## config.mk

```make
export PLATFORM = sky130hd
export DESIGN_NAME = id_exe_pipe_flat
export DESIGN_NICKNAME = d
export VERILOG_FILES = /design/src/rtl/id_exe_pipe_pkg.sv /design/src/rtl/id_exe_pipe_if.sv /design/src/rtl/id_exe_pipe_load_use_detect.sv /design/src/rtl/id_exe_pipe.sv /design/src/flat_wrapper.sv
export SDC_FILE = /design/constraint.sdc
export NUM_CORES = 1
export LEC_CHECK = 0
export CORE_AREA = 2 2 144 146
export CTS_CLUSTER_SIZE = 12
export DETAILED_ROUTE_END_ITERATION = 8
export DIE_AREA = 0 0 146 148
export DONT_BUFFER_PORTS = 1
export PLACE_DENSITY = 0.6
export SLEW_MARGIN = 10
export SYNTH_ARGS = -nofsm -noshare
export SYNTH_HDL_FRONTEND = slang
export SYNTH_HIERARCHICAL = 1
export SYNTH_SLANG_ARGS = --single-unit
export TNS_END_PERCENT = 10
```

## constraint.sdc

```tcl
create_clock -name clk -period 9.9 [get_ports clk]
set_input_delay 1.485 -clock clk [delete_from_list [all_inputs] [get_ports clk]]
set_output_delay 1.485 -clock clk [all_outputs]
set_load 0.02 [all_outputs]
```

## src/rtl/id_exe_pipe_pkg.sv

```systemverilog
// Shared widths, control payload and helpers for the ID/EX pipeline register.
package id_exe_pipe_pkg;

  localparam int unsigned ALU_OP_W = 4;
  localparam int unsigned REG_W    = 5;
  localparam logic [REG_W-1:0] ZERO_REG = 5'd0;

  // Decoded control bits carried from ID into EX
  typedef struct packed {
    logic                reg_write;
    logic                mem_read;
    logic                mem_write;
    logic                mem_to_reg;
    logic                alu_src;
    logic [ALU_OP_W-1:0] alu_op;
  } ctrl_t;

  // Register numbers seen by the forwarding unit and the hazard check
  typedef struct packed {
    logic [REG_W-1:0] rs;
    logic [REG_W-1:0] rt;
    logic [REG_W-1:0] rd;
  } regs_t;

  localparam ctrl_t CTRL_NOP = '0;
  localparam regs_t REGS_NOP = '0;

  // True when the write-back port is writing the register being read; r0 never matches
  function automatic logic wb_hit(input logic             we,
                                  input logic [REG_W-1:0] wb_rd,
                                  input logic [REG_W-1:0] src);
    return we && (wb_rd != ZERO_REG) && (wb_rd == src);
  endfunction

endpackage

```

## src/rtl/id_exe_pipe_if.sv

```systemverilog
// Decode-side and execute-side signal bundle of the ID/EX pipeline register.
interface id_exe_pipe_if #(
  parameter int unsigned DW = 32,
  parameter int unsigned CW = 16
);
  import id_exe_pipe_pkg::*;

  // Inputs from decode / write-back / pipeline control
  logic                hold;
  logic                flush;
  logic                id_valid;
  logic [DW-1:0]       id_pc;
  logic [DW-1:0]       id_rs_data;
  logic [DW-1:0]       id_rt_data;
  logic [DW-1:0]       id_imm;
  logic [REG_W-1:0]    id_rs;
  logic [REG_W-1:0]    id_rt;
  logic [REG_W-1:0]    id_rd;
  logic                id_uses_rs;
  logic                id_uses_rt;
  logic                id_RegWrite;
  logic                id_MemRead;
  logic                id_MemWrite;
  logic                id_MemtoReg;
  logic                id_ALUSrc;
  logic [ALU_OP_W-1:0] id_alu_op;
  logic                wb_RegWrite;
  logic [REG_W-1:0]    wb_rd;
  logic [DW-1:0]       wb_data;

  // Outputs towards fetch (stall) and execute
  logic                stall;
  logic                id_exe_valid;
  logic [DW-1:0]       id_exe_pc;
  logic [DW-1:0]       id_exe_rs_data;
  logic [DW-1:0]       id_exe_rt_data;
  logic [DW-1:0]       id_exe_imm;
  logic [REG_W-1:0]    id_exe_rs;
  logic [REG_W-1:0]    id_exe_rt;
  logic [REG_W-1:0]    id_exe_rd;
  logic                id_exe_RegWrite;
  logic                id_exe_MemRead;
  logic                id_exe_MemWrite;
  logic                id_exe_MemtoReg;
  logic                id_exe_ALUSrc;
  logic [ALU_OP_W-1:0] id_exe_alu_op;
  logic [CW-1:0]       bubble_cnt;

  modport master (
    output hold, flush, id_valid, id_pc, id_rs_data, id_rt_data, id_imm,
           id_rs, id_rt, id_rd, id_uses_rs, id_uses_rt,
           id_RegWrite, id_MemRead, id_MemWrite, id_MemtoReg, id_ALUSrc, id_alu_op,
           wb_RegWrite, wb_rd, wb_data,
    input  stall, id_exe_valid, id_exe_pc, id_exe_rs_data, id_exe_rt_data, id_exe_imm,
           id_exe_rs, id_exe_rt, id_exe_rd,
           id_exe_RegWrite, id_exe_MemRead, id_exe_MemWrite, id_exe_MemtoReg, id_exe_ALUSrc,
           id_exe_alu_op, bubble_cnt
  );

  modport slave (
    input  hold, flush, id_valid, id_pc, id_rs_data, id_rt_data, id_imm,
           id_rs, id_rt, id_rd, id_uses_rs, id_uses_rt,
           id_RegWrite, id_MemRead, id_MemWrite, id_MemtoReg, id_ALUSrc, id_alu_op,
           wb_RegWrite, wb_rd, wb_data,
    output stall, id_exe_valid, id_exe_pc, id_exe_rs_data, id_exe_rt_data, id_exe_imm,
           id_exe_rs, id_exe_rt, id_exe_rd,
           id_exe_RegWrite, id_exe_MemRead, id_exe_MemWrite, id_exe_MemtoReg, id_exe_ALUSrc,
           id_exe_alu_op, bubble_cnt
  );

endinterface

```

## src/rtl/id_exe_pipe_load_use_detect.sv

```systemverilog
// Combinational load-use compare between the load sitting in EX and the instruction in ID.
module id_exe_pipe_load_use_detect
  import id_exe_pipe_pkg::*;
(
  input  logic             ex_valid_i,
  input  logic             ex_mem_read_i,
  input  logic [REG_W-1:0] ex_rd_i,
  input  logic             id_valid_i,
  input  logic [REG_W-1:0] id_rs_i,
  input  logic [REG_W-1:0] id_rt_i,
  input  logic             id_uses_rs_i,
  input  logic             id_uses_rt_i,
  output logic             hazard_o
);

  logic ex_is_load;
  logic rs_match;
  logic rt_match;

  // A load writing r0 can never create a dependency
  assign ex_is_load = ex_valid_i && ex_mem_read_i && (ex_rd_i != ZERO_REG);
  assign rs_match   = id_uses_rs_i && (id_rs_i == ex_rd_i);
  assign rt_match   = id_uses_rt_i && (id_rt_i == ex_rd_i);
  assign hazard_o   = ex_is_load && id_valid_i && (rs_match || rt_match);

endmodule

```

## src/rtl/id_exe_pipe.sv

```systemverilog
// ID/EX pipeline register with load-use bubble insertion, branch flush and WB->ID bypass.
module id_exe_pipe
  import id_exe_pipe_pkg::*;
#(
  parameter int unsigned DW = 32,
  parameter int unsigned CW = 16
) (
  input logic          clk,
  input logic          rst,
  id_exe_pipe_if.slave bus
);

  localparam logic [CW-1:0] CNT_MAX = '1;

  logic          valid_q,   valid_d;
  ctrl_t         ctrl_q,    ctrl_d;
  regs_t         regs_q,    regs_d;
  logic [DW-1:0] pc_q,      pc_d;
  logic [DW-1:0] rs_data_q, rs_data_d;
  logic [DW-1:0] rt_data_q, rt_data_d;
  logic [DW-1:0] imm_q,     imm_d;
  logic [CW-1:0] cnt_q,     cnt_d;

  ctrl_t id_ctrl;
  regs_t id_regs;
  logic  hazard;
  logic  stall_c;

  assign id_ctrl = '{reg_write:  bus.id_RegWrite,
                     mem_read:   bus.id_MemRead,
                     mem_write:  bus.id_MemWrite,
                     mem_to_reg: bus.id_MemtoReg,
                     alu_src:    bus.id_ALUSrc,
                     alu_op:     bus.id_alu_op};
  assign id_regs = '{rs: bus.id_rs, rt: bus.id_rt, rd: bus.id_rd};

  id_exe_pipe_load_use_detect u_load_use_detect (
    .ex_valid_i    (valid_q),
    .ex_mem_read_i (ctrl_q.mem_read),
    .ex_rd_i       (regs_q.rd),
    .id_valid_i    (bus.id_valid),
    .id_rs_i       (bus.id_rs),
    .id_rt_i       (bus.id_rt),
    .id_uses_rs_i  (bus.id_uses_rs),
    .id_uses_rt_i  (bus.id_uses_rt),
    .hazard_o      (hazard)
  );

  // A flush already kills the ID instruction, so it must not also freeze fetch
  assign stall_c = hazard && !bus.flush && !bus.hold;

  // Next-state: hold > flush > stall bubble > capture
  always_comb begin
    valid_d   = valid_q;
    ctrl_d    = ctrl_q;
    regs_d    = regs_q;
    pc_d      = pc_q;
    rs_data_d = rs_data_q;
    rt_data_d = rt_data_q;
    imm_d     = imm_q;
    cnt_d     = cnt_q;
    if (!bus.hold) begin
      if (bus.flush || stall_c) begin
        valid_d = 1'b0;
        ctrl_d  = CTRL_NOP;
        regs_d  = REGS_NOP;
        if (stall_c && (cnt_q != CNT_MAX)) begin
          cnt_d = cnt_q + CW'(1);
        end
      end else begin
        valid_d   = bus.id_valid;
        ctrl_d    = bus.id_valid ? id_ctrl : CTRL_NOP;
        regs_d    = bus.id_valid ? id_regs : REGS_NOP;
        pc_d      = bus.id_pc;
        imm_d     = bus.id_imm;
        rs_data_d = wb_hit(bus.wb_RegWrite, bus.wb_rd, bus.id_rs) ? bus.wb_data : bus.id_rs_data;
        rt_data_d = wb_hit(bus.wb_RegWrite, bus.wb_rd, bus.id_rt) ? bus.wb_data : bus.id_rt_data;
      end
    end
  end

  // Pipeline register bank and bubble counter
  always_ff @(posedge clk or posedge rst) begin
    if (rst) begin
      valid_q   <= 1'b0;
      ctrl_q    <= CTRL_NOP;
      regs_q    <= REGS_NOP;
      pc_q      <= '0;
      rs_data_q <= '0;
      rt_data_q <= '0;
      imm_q     <= '0;
      cnt_q     <= '0;
    end else begin
      valid_q   <= valid_d;
      ctrl_q    <= ctrl_d;
      regs_q    <= regs_d;
      pc_q      <= pc_d;
      rs_data_q <= rs_data_d;
      rt_data_q <= rt_data_d;
      imm_q     <= imm_d;
      cnt_q     <= cnt_d;
    end
  end

  assign bus.stall           = stall_c;
  assign bus.id_exe_valid    = valid_q;
  assign bus.id_exe_pc       = pc_q;
  assign bus.id_exe_rs_data  = rs_data_q;
  assign bus.id_exe_rt_data  = rt_data_q;
  assign bus.id_exe_imm      = imm_q;
  assign bus.id_exe_rs       = regs_q.rs;
  assign bus.id_exe_rt       = regs_q.rt;
  assign bus.id_exe_rd       = regs_q.rd;
  assign bus.id_exe_RegWrite = ctrl_q.reg_write;
  assign bus.id_exe_MemRead  = ctrl_q.mem_read;
  assign bus.id_exe_MemWrite = ctrl_q.mem_write;
  assign bus.id_exe_MemtoReg = ctrl_q.mem_to_reg;
  assign bus.id_exe_ALUSrc   = ctrl_q.alu_src;
  assign bus.id_exe_alu_op   = ctrl_q.alu_op;
  assign bus.bubble_cnt      = cnt_q;

endmodule

```

## src/flat_wrapper.sv

```systemverilog
// flat-port wrapper written by rule: the top's interface ports become plain ports
module id_exe_pipe_flat import id_exe_pipe_pkg::*;
#(
  parameter int unsigned DW = 32,
  parameter int unsigned CW = 16
)
  (clk, rst, bus_hold, bus_flush, bus_id_valid, bus_id_pc, bus_id_rs_data, bus_id_rt_data, bus_id_imm, bus_id_rs, bus_id_rt, bus_id_rd, bus_id_uses_rs, bus_id_uses_rt, bus_id_RegWrite, bus_id_MemRead, bus_id_MemWrite, bus_id_MemtoReg, bus_id_ALUSrc, bus_id_alu_op, bus_wb_RegWrite, bus_wb_rd, bus_wb_data, bus_stall, bus_id_exe_valid, bus_id_exe_pc, bus_id_exe_rs_data, bus_id_exe_rt_data, bus_id_exe_imm, bus_id_exe_rs, bus_id_exe_rt, bus_id_exe_rd, bus_id_exe_RegWrite, bus_id_exe_MemRead, bus_id_exe_MemWrite, bus_id_exe_MemtoReg, bus_id_exe_ALUSrc, bus_id_exe_alu_op, bus_bubble_cnt);
  id_exe_pipe_if #(.DW(DW), .CW(CW)) bus_i ();
  input logic clk;
  input logic rst;
  input wire logic [$bits(bus_i.hold)-1:0] bus_hold;
  input wire logic [$bits(bus_i.flush)-1:0] bus_flush;
  input wire logic [$bits(bus_i.id_valid)-1:0] bus_id_valid;
  input wire logic [$bits(bus_i.id_pc)-1:0] bus_id_pc;
  input wire logic [$bits(bus_i.id_rs_data)-1:0] bus_id_rs_data;
  input wire logic [$bits(bus_i.id_rt_data)-1:0] bus_id_rt_data;
  input wire logic [$bits(bus_i.id_imm)-1:0] bus_id_imm;
  input wire logic [$bits(bus_i.id_rs)-1:0] bus_id_rs;
  input wire logic [$bits(bus_i.id_rt)-1:0] bus_id_rt;
  input wire logic [$bits(bus_i.id_rd)-1:0] bus_id_rd;
  input wire logic [$bits(bus_i.id_uses_rs)-1:0] bus_id_uses_rs;
  input wire logic [$bits(bus_i.id_uses_rt)-1:0] bus_id_uses_rt;
  input wire logic [$bits(bus_i.id_RegWrite)-1:0] bus_id_RegWrite;
  input wire logic [$bits(bus_i.id_MemRead)-1:0] bus_id_MemRead;
  input wire logic [$bits(bus_i.id_MemWrite)-1:0] bus_id_MemWrite;
  input wire logic [$bits(bus_i.id_MemtoReg)-1:0] bus_id_MemtoReg;
  input wire logic [$bits(bus_i.id_ALUSrc)-1:0] bus_id_ALUSrc;
  input wire logic [$bits(bus_i.id_alu_op)-1:0] bus_id_alu_op;
  input wire logic [$bits(bus_i.wb_RegWrite)-1:0] bus_wb_RegWrite;
  input wire logic [$bits(bus_i.wb_rd)-1:0] bus_wb_rd;
  input wire logic [$bits(bus_i.wb_data)-1:0] bus_wb_data;
  output wire logic [$bits(bus_i.stall)-1:0] bus_stall;
  output wire logic [$bits(bus_i.id_exe_valid)-1:0] bus_id_exe_valid;
  output wire logic [$bits(bus_i.id_exe_pc)-1:0] bus_id_exe_pc;
  output wire logic [$bits(bus_i.id_exe_rs_data)-1:0] bus_id_exe_rs_data;
  output wire logic [$bits(bus_i.id_exe_rt_data)-1:0] bus_id_exe_rt_data;
  output wire logic [$bits(bus_i.id_exe_imm)-1:0] bus_id_exe_imm;
  output wire logic [$bits(bus_i.id_exe_rs)-1:0] bus_id_exe_rs;
  output wire logic [$bits(bus_i.id_exe_rt)-1:0] bus_id_exe_rt;
  output wire logic [$bits(bus_i.id_exe_rd)-1:0] bus_id_exe_rd;
  output wire logic [$bits(bus_i.id_exe_RegWrite)-1:0] bus_id_exe_RegWrite;
  output wire logic [$bits(bus_i.id_exe_MemRead)-1:0] bus_id_exe_MemRead;
  output wire logic [$bits(bus_i.id_exe_MemWrite)-1:0] bus_id_exe_MemWrite;
  output wire logic [$bits(bus_i.id_exe_MemtoReg)-1:0] bus_id_exe_MemtoReg;
  output wire logic [$bits(bus_i.id_exe_ALUSrc)-1:0] bus_id_exe_ALUSrc;
  output wire logic [$bits(bus_i.id_exe_alu_op)-1:0] bus_id_exe_alu_op;
  output wire logic [$bits(bus_i.bubble_cnt)-1:0] bus_bubble_cnt;
  assign bus_i.hold = bus_hold;
  assign bus_i.flush = bus_flush;
  assign bus_i.id_valid = bus_id_valid;
  assign bus_i.id_pc = bus_id_pc;
  assign bus_i.id_rs_data = bus_id_rs_data;
  assign bus_i.id_rt_data = bus_id_rt_data;
  assign bus_i.id_imm = bus_id_imm;
  assign bus_i.id_rs = bus_id_rs;
  assign bus_i.id_rt = bus_id_rt;
  assign bus_i.id_rd = bus_id_rd;
  assign bus_i.id_uses_rs = bus_id_uses_rs;
  assign bus_i.id_uses_rt = bus_id_uses_rt;
  assign bus_i.id_RegWrite = bus_id_RegWrite;
  assign bus_i.id_MemRead = bus_id_MemRead;
  assign bus_i.id_MemWrite = bus_id_MemWrite;
  assign bus_i.id_MemtoReg = bus_id_MemtoReg;
  assign bus_i.id_ALUSrc = bus_id_ALUSrc;
  assign bus_i.id_alu_op = bus_id_alu_op;
  assign bus_i.wb_RegWrite = bus_wb_RegWrite;
  assign bus_i.wb_rd = bus_wb_rd;
  assign bus_i.wb_data = bus_wb_data;
  assign bus_stall = bus_i.stall;
  assign bus_id_exe_valid = bus_i.id_exe_valid;
  assign bus_id_exe_pc = bus_i.id_exe_pc;
  assign bus_id_exe_rs_data = bus_i.id_exe_rs_data;
  assign bus_id_exe_rt_data = bus_i.id_exe_rt_data;
  assign bus_id_exe_imm = bus_i.id_exe_imm;
  assign bus_id_exe_rs = bus_i.id_exe_rs;
  assign bus_id_exe_rt = bus_i.id_exe_rt;
  assign bus_id_exe_rd = bus_i.id_exe_rd;
  assign bus_id_exe_RegWrite = bus_i.id_exe_RegWrite;
  assign bus_id_exe_MemRead = bus_i.id_exe_MemRead;
  assign bus_id_exe_MemWrite = bus_i.id_exe_MemWrite;
  assign bus_id_exe_MemtoReg = bus_i.id_exe_MemtoReg;
  assign bus_id_exe_ALUSrc = bus_i.id_exe_ALUSrc;
  assign bus_id_exe_alu_op = bus_i.id_exe_alu_op;
  assign bus_bubble_cnt = bus_i.bubble_cnt;
  id_exe_pipe #(.DW(DW), .CW(CW)) u_core (.clk(clk), .rst(rst), .bus(bus_i));
endmodule
```

### Word level (Yosys, flattened, before mapping)

Cells that the tools add are included.

| operators by class | value |
|---|---|
| $add $sub $neg | 1 |
| eq/ne operators | 5 |
| multiplexer cells | 7 |
| bitwise gates (word level) | 2 |
| reductions and logical operators | 20 |

Operators with widths:

| cell | count |
|---|---|
| two-way mux 32 bit | 2 |
| two-way mux 15 bit | 2 |
| == test 5 bit | 4 |
| two-way mux 9 bit | 2 |
| adder 16 x 1 -> 16 bit, second input constant | 1 |
| != test 16 bit, second input constant | 1 |
| logical AND 1 bit | 12 |
| nonzero test 5 bit | 2 |
| AND reduction 3 bit | 1 |
| zero test 1 bit | 2 |
| logical OR 1 bit | 2 |
| NOT 1 bit | 2 |
| AND reduction 2 bit | 1 |
| two-way mux 1 bit | 1 |

| word-level totals | value |
|---|---|
| register bits after elaboration | 169 |
| input bits | 197 |
| output and inout port bits | 170 |
| logic and storage cells | 50 |

### Logic depth before layout (Yosys ltp)

| logic depth | value |
|---|---|
| depth after elaboration | 9 |
| gate-level depth with buffers | 10 |

### Cells and area by module

Netlist, hierarchy kept.

By module, submodules not included:

| module | times used | cells an instance | area each (µm²) | seq. area each (µm²) |
|---|---|---|---|---|
| id_exe_pipe | 1 | 800 | 7716.2 | 4229.1 |
| id_exe_pipe_load_use_detect | 1 | 17 | 131.4 | 0.0 |

### Worst setup path before layout

No wires, ideal clock.

| timing | value |
|---|---|
| kind | input-to-output |
| from | in bus_id_rt[1] |
| to | out bus_stall |
| data arrival time | 2819 ps |
| data required time | 8415 ps |
| path slack | 5596 ps |
| stages | 7 |
| path buffers | 1 |
| path through | xor2_1 > nor4_1 > nand3_1 > a21oi_1 > or3b_1 > buf_6 > inv_1 |

| on the way | value |
|---|---|
| word-level cells in the longest chain between the ends | 6 |

Ends and longest elaborated chain:

| what | RTL line | source |
|---|---|---|
| start: declaration | flat_wrapper.sv:19 | `input wire logic [$bits(bus_i.id_rt)-1:0] bus_id_rt;` |
| == test 5 bit | id_exe_pipe_load_use_detect.sv:23 | `assign rt_match = id_uses_rt_i && (id_rt_i == ex_rd_i);` |
| logical AND 1 bit | id_exe_pipe_load_use_detect.sv:23 |  |
| logical OR 1 bit | id_exe_pipe_load_use_detect.sv:24 | `assign hazard_o = ex_is_load && id_valid_i && (rs_match \|\| rt_match);` |
| logical AND 1 bit | id_exe_pipe_load_use_detect.sv:24 |  |
| named net u_core.hazard | id_exe_pipe.sv:26 | `logic hazard;` |
| logical AND 1 bit (2 in a row) | id_exe_pipe.sv:50 | `assign stall_c = hazard && !bus.flush && !bus.hold;` |
| end: declaration | flat_wrapper.sv:32 | `output wire logic [$bits(bus_i.stall)-1:0] bus_stall;` |

The timed path passes the listed nets, and every way through them passes these cells.

### Worst setup path in the final report

Ends and elaborated chain as after synthesis.

==> impl_results.md <==
* Hold violation total from the final report at 0
* Yosys cell types at 43
* Starting density of the core at 39.16%
* Final WL at 25.87 mm
* Count of pins over their slew limit at 0
* Core ar. at 20040 um2
* F_max at 0.2114 GHz
* Seq/Total Area, Yosys at 53.89%
* First-pass GRT wire length at 38.92 mm
* Setup violators final at 0
* NumNets Final at 968
* Outcome: completed
* Die area at 21610 um2
* Post-synth top cells: 197 x nand2_1, 169 x dfrtp_1, 69 x nor2_1
* Rel. slew slack at 30.57%
* Largest cells by area after synthesis: dfrtp_1 54%, nand2_1 9.4%, o31ai_1 6.1%, a41oi_1 6.0%, a21oi_1 3.4%
* Synthesized area per cell at 9.605 um2
* Reg2Reg Launch Point: u_core/bus.id_exe_rd[3]$_DFFE_PP0N_
* GP Congestion at 0.8500
* Clock root buffer: clkbuf_16
* Detail Route Antenna Nets at 0
* DR vias/cell at 5.969
* CP top delay family: simple AND/OR/NAND/NOR gates
* Max_cap viols at 0
* Site Rows at 52
* Max VDD drop at 0.1075 mV
* Count leader, synth: nand2_1
* Post-CTS Setup Inserts at 0
* Syn-to-layout area delta at 8.689%
* Data required time of the worst path at 8.42 ns
* Wirelength per Cell at 24.57 um
* Leak pwr at 3.726 nW
* Vias at 6285
* Synth async-reset ratio at 100.0%
* DRC Markers at 0
* Hold path startpoint: u_core/bus.id_exe_imm[30]$_DFFE_PP0P_
* CP max FO at 9
* Hold-fix buffers, CTS at 0
* Tmin final at 4.729 ns
* CTS buffer count at 17
* Largest net degree at the start of global routing at 93
* Worst EP arrival at 3.24 ns
* Residual overflow from global routing at 0
* Crit-path max cell delay at 0.56 ns
* Fill cells at 1989
* CTS clk-pin slew, worst paths at 0.07 ns
* Crit. End Element: output pin
* Critical-path top delay cell: or3b_1
* Setup_tns at 0 ns
* Synth Instances at 817
* Power Density at 207.6 nW/um2
* Worst Setup SP: bus_id_rt[1]
* Min-delay worst type: register to register
* Yosys top cell area share at 53.89%
* Worst skew pair latency at 0.43 ns
* #FFs+latches synth at 169
* CTS tree: built
* Tcrit/Tclk final at 47.77%
* Area leader, netlist: dfrtp_1
* Worst path buffer plus inverter count at 1
* CTS HTree Levels at 4
* Syn Std Cell Area at 7848 um2
* Worst slack, placed at 5.235 ns
* Drt first pass iters at 5
* Antenna violations before repair at 0
* RSZ-0062 raised after global routing: false
* GRT Total Usage at 23.32%
* Synthesis Warnings at 6
* I/O pin count at 367
* Worst-path cell chain: xor2_1 > nor4_1 > nand3_1 > a21oi_1 > or3b_1 > inv_1
* Die height at 148 um
* Worst Skew at 0.01200 ns
* Post-synth EDFFs at 0
* Worst setup margin at 5.171 ns
* Drt initial violations at 397
* Layout cells sized above 1 at 7.407%
* Clock Tree Buf Depth at 2
* Top FF cell, synth: dfrtp_1
* Critical path startpoint category: primary input
* Dpl hpwl at 16.94 mm
* Syn nets at 1015
* Die X at 146 um
* Final Core Density at 42.56%
* CP Class: primary input to output pin
* Antenna cell count at 0
* Worst slew pin tran at 1.041 ns
* PortBufs at 0
* CTS Sinks at 169
* Vias in the first global route at 6266
* Cts repair resizes at 0
==> per-layer routing <==
| metal | GRT usage (%) | routed length, um | vias up |
|---|---|---|---|
| li1 | - | - | 2829 |
| met2 | 36.27 | 12150 | 338 |
| met1 | 30.34 | 10510 | 3075 |
| met3 | 7.932 | 2497 | 43 |
| met4 | 8.738 | 705 | 0 |
| met5 | 0 | 0 | - |
==> metrics by stage <==
| stage | total power [mW] | cells | hold WS (ns) | area [um2] |
|---|---|---|---|---|
| after floorplan | 1.054 | 817 | 0.5894 | 7848 |
| after global placement | 1.114 | 1021 | 0.6034 | 7939 |
| after detailed placement | 1.118 | 1021 | 0.6088 | 7939 |
| after CTS | 1.787 | 1053 | 0.6282 | 8529 |
| after global routing | 1.845 | 1053 | 0.6478 | 8529 |
| final | 1.770 | 1053 | 0.6240 | 8529 |
==> report_power, final <==
group | switching, mW | leakage [nW] | internal, mW | total, mW
clock | 0.322 | 0.292 | 0.345 | 0.667
combinational | 0.127 | 1.38 | 0.0573 | 0.185
sequential | 0.155 | 2.06 | 0.763 | 0.918
total | 0.605 | 3.73 | 1.17 | 1.77
==> cells in the final DEF, fill, tap and decap left out, drive strengths merged <==
cell / count
nand4: 16
nand2: 197
a41oi: 54
and3: 3
or2: 2
a22o: 24
inv: 11
ha: 1
clkinv: 6
dfrtp: 169
and2: 2
or3b: 1
a21o: 1
xor2: 19
nor4: 4
nor2: 69
clkbuf: 18
a31oi: 12
o2111ai: 2
or4: 2
o31ai: 64
or3: 1
and4: 2
nor3: 5
nand3: 8
o21ai: 2
o21a: 1
nor3b: 1
buf: 10
a21oi: 54
o211ai: 2
mux2: 1
xnor2: 15
nand3b: 1
nor2b: 1
nor4b: 2
==> tightest hold or removal path, cell delays in order, from the launching register on <==
cell and delay, ns:
dfrtp_1 0.45, nand2_1 0.07, nand2_1 0.07
==> registers in the layout, indices dropped and copies added, names as in the netlist <==
register	count
u_core/bus.bubble_cnt	16
u_core/bus.id_exe_ALUSrc	1
u_core/bus.id_exe_MemRead	1
u_core/bus.id_exe_MemWrite	1
u_core/bus.id_exe_MemtoReg	1
u_core/bus.id_exe_RegWrite	1
u_core/bus.id_exe_alu_op	4
u_core/bus.id_exe_imm	32
u_core/bus.id_exe_pc	32
u_core/bus.id_exe_rd	5
u_core/bus.id_exe_rs	5
u_core/bus.id_exe_rs_data	32
u_core/bus.id_exe_rt	5
u_core/bus.id_exe_rt_data	32
u_core/bus.id_exe_valid	1
==> logic make-up after synthesis <==
family          after synthesis  synth area share (%)
mux                           1                0.1435
xor+xnor                     34                 3.795
compound gates              216                 20.11
flops                       169                 53.89
fa+ha+maj                     1                0.1594
simple gates                317                 17.27
buf+inv                      79                 4.640
==> final timing paths <==
| check | endpoint | cells past startpoint | slack, ns |
|---|---|---|---|
| max | bus_stall | 6 | 5.17 |
| min | u_core/bus.id_exe_imm[30]$_DFFE_PP0P_ | 2 | 0.62 |
| max reg2reg | u_core/bus.id_exe_pc[1]$_DFFE_PP0P_ | 8 | 6.57 |
| min reg2reg | u_core/bus.id_exe_imm[30]$_DFFE_PP0P_ | 2 | 0.62 |
| max in group asynchronous | u_core/bus.id_exe_imm[20]$_DFFE_PP0P_ | 2 | 7.34 |
| min in group asynchronous | u_core/bus.id_exe_pc[4]$_DFFE_PP0P_ | 1 | 1.07 |
==> final cells by class <==
| class | count | area, um2 | area share [%] |
|---|---|---|---|
| flip-flops and latches | 169 | 4229 | 49.58 |
| multi-input cells | 569 | 3281 | 38.46 |
| clock buffers | 18 | 439.2 | 5.149 |
| well taps | 270 | 337.8 | 3.961 |
| clock inverters | 14 | 151.4 | 1.775 |
| repair buffers | 10 | 75.07 | 0.8802 |
| inverters | 3 | 16.27 | 0.1907 |
(Power assumes the default switching activity.)
